[src/rtl/lcd_scanline_fx.sv]
// lcd_scanline_fx: darkens odd scanlines by a per-frame mode, delays syncs to match, measures lines/frame and flags lock.
// Latency: PIPE_LAT (2) pce cycles from input pixel to output pixel; outputs hold between pce pulses.
// Backpressure: none; the video stream is free-running and advances only on pce.
module lcd_scanline_fx #(
  parameter int PIPE_LAT = 2,
  parameter int LCNT_W   = 9
) (
  input  logic              pclk,
  input  logic              reset,
  input  logic              pce,
  input  logic [1:0]        mode,
  input  logic              hs_in,
  input  logic              vs_in,
  input  logic              blank_in,
  input  logic [7:0]        r_in,
  input  logic [7:0]        g_in,
  input  logic [7:0]        b_in,
  output logic              hs,
  output logic              vs,
  output logic              blank,
  output logic [7:0]        r,
  output logic [7:0]        g,
  output logic [7:0]        b,
  output logic [LCNT_W-1:0] frame_lines,
  output logic              locked
);

  // The pipeline below is hard-wired to two stages; catch a mismatched override early.
  if (PIPE_LAT != 2) begin : g_bad_lat
    $error("lcd_scanline_fx: PIPE_LAT must be 2");
  end

  logic              hs_prev;
  logic              vs_prev;
  logic              parity;
  logic [LCNT_W-1:0] line_cnt;
  logic [1:0]        act_mode;
  logic              hs_rise;
  logic              vs_rise;

  logic              s1_hs;
  logic              s1_vs;
  logic              s1_blank;
  logic              s1_par;
  logic [7:0]        s1_r;
  logic [7:0]        s1_g;
  logic [7:0]        s1_b;

  assign hs_rise = hs_in & ~hs_prev;
  assign vs_rise = vs_in & ~vs_prev;

  function automatic logic [7:0] darken(input logic [7:0] x, input logic [1:0] m);
    logic [7:0] y;
    case (m)
      2'd1:    y = x - {2'b00, x[7:2]};
      2'd2:    y = {1'b0, x[7:1]};
      2'd3:    y = {2'b00, x[7:2]};
      default: y = x;
    endcase
    return y;
  endfunction

  // Edge history, line parity/count, per-frame measurement and mode latch; vs_rise beats hs_rise.
  always_ff @(posedge pclk) begin
    if (reset) begin
      hs_prev     <= 1'b0;
      vs_prev     <= 1'b0;
      parity      <= 1'b0;
      line_cnt    <= '0;
      act_mode    <= 2'd0;
      frame_lines <= '0;
      locked      <= 1'b0;
    end else if (pce) begin
      hs_prev <= hs_in;
      vs_prev <= vs_in;
      if (vs_rise) begin
        parity      <= 1'b0;
        line_cnt    <= '0;
        frame_lines <= line_cnt;
        locked      <= (line_cnt == frame_lines) && (frame_lines != '0);
        act_mode    <= mode;
      end else if (hs_rise) begin
        parity <= ~parity;
        if (line_cnt != {LCNT_W{1'b1}}) begin
          line_cnt <= line_cnt + LCNT_W'(1);
        end
      end
    end
  end

  // Stage 1: capture syncs, blank, pixel and the parity of the line it belongs to.
  always_ff @(posedge pclk) begin
    if (reset) begin
      s1_hs    <= 1'b0;
      s1_vs    <= 1'b0;
      s1_blank <= 1'b1;
      s1_par   <= 1'b0;
      s1_r     <= 8'h00;
      s1_g     <= 8'h00;
      s1_b     <= 8'h00;
    end else if (pce) begin
      s1_hs    <= hs_in;
      s1_vs    <= vs_in;
      s1_blank <= blank_in;
      s1_par   <= parity;
      s1_r     <= r_in;
      s1_g     <= g_in;
      s1_b     <= b_in;
    end
  end

  // Stage 2: blanking forces black, odd lines get darkened, even lines pass through.
  always_ff @(posedge pclk) begin
    if (reset) begin
      hs    <= 1'b0;
      vs    <= 1'b0;
      blank <= 1'b1;
      r     <= 8'h00;
      g     <= 8'h00;
      b     <= 8'h00;
    end else if (pce) begin
      hs    <= s1_hs;
      vs    <= s1_vs;
      blank <= s1_blank;
      if (s1_blank) begin
        r <= 8'h00;
        g <= 8'h00;
        b <= 8'h00;
      end else if (s1_par) begin
        r <= darken(s1_r, act_mode);
        g <= darken(s1_g, act_mode);
        b <= darken(s1_b, act_mode);
      end else begin
        r <= s1_r;
        g <= s1_g;
        b <= s1_b;
      end
    end
  end

endmodule

[config.mk]
export PLATFORM = sky130hd
export DESIGN_NAME = lcd_scanline_fx
export DESIGN_NICKNAME = d
export VERILOG_FILES = /design/src/rtl/lcd_scanline_fx.sv
export SDC_FILE = /design/constraint.sdc
export NUM_CORES = 1
export LEC_CHECK = 0
export ABC_CLOCK_PERIOD_IN_PS = 4000
export CELL_PAD_IN_SITES_DETAIL_PLACEMENT = 0
export CELL_PAD_IN_SITES_GLOBAL_PLACEMENT = 2
export CORE_ASPECT_RATIO = 0.7
export CORE_UTILIZATION = 37
export CTS_BUF_LIST = sky130_fd_sc_hd__clkbuf_8
export CTS_CLUSTER_SIZE = 14
export DETAILED_ROUTE_END_ITERATION = 8
export HOLD_SLACK_MARGIN = 0.08
export PLACE_DENSITY = 0.95
export SYNTH_ARGS = -nofsm -noshare
export SYNTH_HDL_FRONTEND = slang
export SYNTH_SLANG_ARGS = --single-unit
export TNS_END_PERCENT = 30
[constraint.sdc]
create_clock -name pclk -period 4 [get_ports pclk]
set_input_delay 0.4 -clock pclk [delete_from_list [all_inputs] [get_ports pclk]]
set_output_delay 0.4 -clock pclk [all_outputs]
set_load 0.01 [all_outputs]
==> results <==
- The count of endpoints failing hold in the final timing report came to 0.
- The routed design could run at a clock period as short as 2316 ps.
- The class of the most critical setup path is reg -> reg.
- After detailed routing, the total wire length is 13080 um.
- The number of I/O pins is 69.
- The number of sinks driven by the clock tree is 77.
- The number of vias per cell is 5.720.
- In this run, CTS created clock tree buffers numbering 9.
- The data arrival time of the worst path is 2600 ps.
- In the final routed layout, each cell accounts on average for 17.68 um.
- The number of unique standard cell types used by synthesis is 56.
- The slew at the pin with the worst max-slew slack is 1076 ps.
- The total DRC errors in the routed layout is 0.
- The critical path capture point type is a register.
- The critical path launch point type is a register.
- The number of slew-limit violations in the final report is 0.
- The net count after synthesis is 583.
- The signed area change from the synthesized netlist to the final layout is 21.13%.
- The maximum operating frequency is 431.9 MHz.
- The number of buffers inserted for hold repair after clock tree synthesis is 0.
- The H-tree level count is 3.
- The routed via count is 4233.
- The portion of the clock cycle consumed by the worst path in the final layout is 57.89%.
- For this run, global-route usage on met2 was measured as 29.65%.
- Detailed placement ended at an HPWL of 9091 um.
- Counting tap cells, the placed design contains a total of 724 instances.
- The area of all sequential standard cells is 0.001541 sq mm.
- Along the worst path, the maximum fanout reaches 21.
- IR analysis of the VDD net gives a maximum drop of 0.0001607 V.
- Across all hold checks on the routed design, the worst slack comes to 350.7 ps.
- Clock-pin slew was measured on the worst setup and hold paths at 80 ps.
- The global routing usage on met3 is 4.476%.
- TritonCTS built the clock tree.
- After routing, the total negative slack on setup checks comes to 0 ps.
- The core footprint is 0.01197 sq mm.
- The number of buffers on the longest clock path is 2.
- The total of fill cells in the finished design is 1178.
- The first-iteration detailed-routing DRC count is 263.
- The number of cells upsized or downsized after cts is 0.
- The overall global routing resource usage is 20.78%.
- Of all flip-flops after synthesis, the portion carrying an async set or reset was 0%.
- The flow ran to the end, and the final reports show no timing, DRC or antenna violations.
- The total congestion overflow is 0.
- The normalized max-slew margin is 26.39%.
- Setup repair after global routing left no endpoint under its margin.
- The proportion of synthesized chip area in sequential cells is 33.13%.
- The commonest register cell after synthesis is sky130_fd_sc_hd__dfxtp_1.
- For this configuration, the core starts out at a cell density of 38.86%.
- The final count of negative-setup-slack endpoints is 0.
- The number of antenna diodes in the final layout is 0.
- met1 is the most crowded layer.
- The number of antenna violations at the first check in global routing was 0.
- In the final layout, the share of cells above drive strength 1 is 6.690%.
- After synthesis the netlist holds a flip-flop and latch count of 77.
- The total number of nets in the final design is 633.
- The number of max-cap violations is 0.
- The count of standard-cell rows is 33.
- The setup skew after layout is 6.461 ps.
- Synthesis handed over a netlist of 528 instances.
- The first global-routing pass estimated 20840 um of wire.
- In the final layout, the multi-input gates occupy 0.002831 sq mm.
- The number of buffer cells added on primary ports is 68.
- The final weighted congestion of routability-driven global placement is 0.8627.
- The root buffer selected by CTS is sky130_fd_sc_hd__clkbuf_8.
- The classification of the worst-slack hold path is in -> reg.
- In this run the static leakage power is 2.097 nW.
- The x dimension of the die is 136.0 um.
- Before antenna repair, the detailed router went through 5 iterations.
- The area enclosed by the die boundary is 0.01304 sq mm.
- Data on the critical path is required at its endpoint by 4290 ps.
- Power spread over the standard cell area amounts to 333.0 mW/mm^2.
- The number of warnings reported in the yosys synthesis log is 0.
- The summed instance area of the synthesized netlist is 0.004653 sq mm.
- In the global route stage, met1 resource usage came out at 31.02%.
- The final antenna-violating net count is 0.
- The average instance area after synthesis is 8.813 sq um.
- The maximum number of pins on one net before global-route repair is 50.
- The post-CTS setup-driven buffer insertion count is 0.
- At the later pin of the worst-skew pair, clock insertion delay measures 360 ps.
- The via count of the first global-routing pass is 3957.
- In this run, synthesis inferred 0 flip-flops with an integrated enable.
- In this run the vertical extent of the chip is 95.83 um.
- The final instance count without filler cells is 740.
==> power by group <==
| group | leakage, nW | switching, mW | total (mW) | internal [mW] |
|---|---|---|---|---|
| clock network | 0.127 | 0.299 | 0.730 | 0.432 |
| registers | 0.627 | 0.0368 | 0.826 | 0.789 |
| logic | 1.34 | 0.174 | 0.321 | 0.147 |
==> synthesized netlist by cell type, types with 4 or more instances <==
cell type / instances / area share (%)
sky130_fd_sc_hd__dfxtp_1: 77 / 33
sky130_fd_sc_hd__mux2i_1: 39 / 8.4
sky130_fd_sc_hd__nor2_1: 37 / 3.0
sky130_fd_sc_hd__a21oi_1: 34 / 3.7
sky130_fd_sc_hd__inv_1: 26 / 2.1
sky130_fd_sc_hd__nand2_1: 26 / 2.1
sky130_fd_sc_hd__ha_1: 20 / 5.4
sky130_fd_sc_hd__nand3_1: 17 / 1.8
sky130_fd_sc_hd__o21ai_0: 15 / 1.6
sky130_fd_sc_hd__buf_2: 14 / 1.5
sky130_fd_sc_hd__clkbuf_1: 13 / 1.0
sky130_fd_sc_hd__a211o_1: 12 / 2.3
sky130_fd_sc_hd__a21o_1: 12 / 1.9
sky130_fd_sc_hd__o221ai_1: 12 / 2.3
sky130_fd_sc_hd__o211ai_1: 11 / 1.8
sky130_fd_sc_hd__a22o_1: 10 / 1.9
sky130_fd_sc_hd__nand3b_1: 10 / 1.6
sky130_fd_sc_hd__nand4_1: 10 / 1.3
sky130_fd_sc_hd__a22oi_1: 9 / 1.5
sky130_fd_sc_hd__nor3_1: 9 / 0.97
sky130_fd_sc_hd__xnor2_1: 9 / 1.7
sky130_fd_sc_hd__nand2b_1: 8 / 1.1
sky130_fd_sc_hd__a211oi_1: 7 / 1.1
sky130_fd_sc_hd__o21a_1: 7 / 1.1
sky130_fd_sc_hd__xor2_1: 7 / 1.3
sky130_fd_sc_hd__nor2b_1: 6 / 0.81
sky130_fd_sc_hd__and2_1: 5 / 0.67
sky130_fd_sc_hd__o2111ai_1: 5 / 0.94
sky130_fd_sc_hd__or3_1: 4 / 0.54
==> critical path: stages (launching register included) <==
cell,delay [ps]
sky130_fd_sc_hd__dfxtp_1,810
sky130_fd_sc_hd__o21a_1,810
sky130_fd_sc_hd__o21ai_0,220
sky130_fd_sc_hd__a21o_1,240
sky130_fd_sc_hd__nor3_1,160
==> area by class of cell <==
type / count / area share (%)
multi-input combinational: 388 / 50.23
sequential: 77 / 27.35
timing repair buffer: 74 / 12.70
tap: 157 / 3.485
clock buffer: 10 / 2.442
clock inverter: 6 / 1.931
inverter: 28 / 1.865
==> worst paths after layout <==
kind	startpoint	to	slack, ps	depth (start not counted)
worst max register to register	s1_par$_SDFFE_PP0P_	b[3]$_SDFFE_PP0P_	1680	4
worst min register to register	parity$_SDFFE_PP0P_	parity$_SDFFE_PP0P_	460	2
worst max-delay path	s1_par$_SDFFE_PP0P_	b[3]$_SDFFE_PP0P_	1680	4
worst min-delay path	reset	s1_g[3]$_SDFFE_PP0P_	350	2
==> logic make-up after synthesis <==
kind of cell    after synthesis  synth area share [%]
simple gates                155                 18.63
compound gates              155                 24.15
flops                        77                 33.13
mux                          39                 8.389
buf+inv                      63                 6.023
fa+ha+maj                    23                 6.669
xor+xnor                     16                 3.012
==> registers in the layout (all words and copies together) (netlist names) <==
register and flops:
line_cnt 9, s1_g 8, locked 1, s1_blank 1, s1_vs 1, vs 1
g 8, b 8, frame_lines 9, s1_hs 1, s1_b 8, act_mode 2
s1_par 1, parity 1, r 8, blank 1, s1_r 8, hs 1
==> placed cells by master, fill, tap and decap left out, types with 4 or more instances in the layout <==
master,n
sky130_fd_sc_hd__buf_4,6
sky130_fd_sc_hd__o21a_1,7
sky130_fd_sc_hd__a21o_1,12
sky130_fd_sc_hd__nor2b_1,6
sky130_fd_sc_hd__nand2b_1,8
sky130_fd_sc_hd__mux2i_1,39
sky130_fd_sc_hd__or3_1,4
sky130_fd_sc_hd__a22oi_1,9
sky130_fd_sc_hd__o211ai_1,11
sky130_fd_sc_hd__a21oi_1,34
sky130_fd_sc_hd__a211oi_1,7
sky130_fd_sc_hd__nor3_1,9
sky130_fd_sc_hd__nand3_1,17
sky130_fd_sc_hd__o21ai_0,15
sky130_fd_sc_hd__clkdlybuf4s50_1,66
sky130_fd_sc_hd__dfxtp_1,77
sky130_fd_sc_hd__ha_1,20
sky130_fd_sc_hd__nor2_1,37
sky130_fd_sc_hd__a22o_1,10
sky130_fd_sc_hd__nand3b_1,10
sky130_fd_sc_hd__inv_1,26
sky130_fd_sc_hd__nand2_1,26
sky130_fd_sc_hd__a211o_1,12
sky130_fd_sc_hd__o221ai_1,12
sky130_fd_sc_hd__clkbuf_8,10
sky130_fd_sc_hd__nand4_1,10
sky130_fd_sc_hd__xnor2_1,9
sky130_fd_sc_hd__o2111ai_1,5
sky130_fd_sc_hd__and2_1,5
sky130_fd_sc_hd__xor2_1,7
==> stage by stage <==
step	setup slack [ps]	instance area (sq um)	total power, mW	utilization, %
finish	1684	5637	1.877	47.07
global route	1571	5637	1.965	47.07
CTS	1692	5637	1.891	47.07
detailed placement	1641	5390	1.157	45.02
global placement	1681	5390	1.152	45.02
floorplan	2005	4653	1.057	-
==> metal layers <==
layer	wire length, um	part of all wire (%)
met1	6740	52
met2	5434	42
met3	844	6.5
met4	62	0.47
met5	0	0
Note: power is estimated with default switching activity, not from simulation.
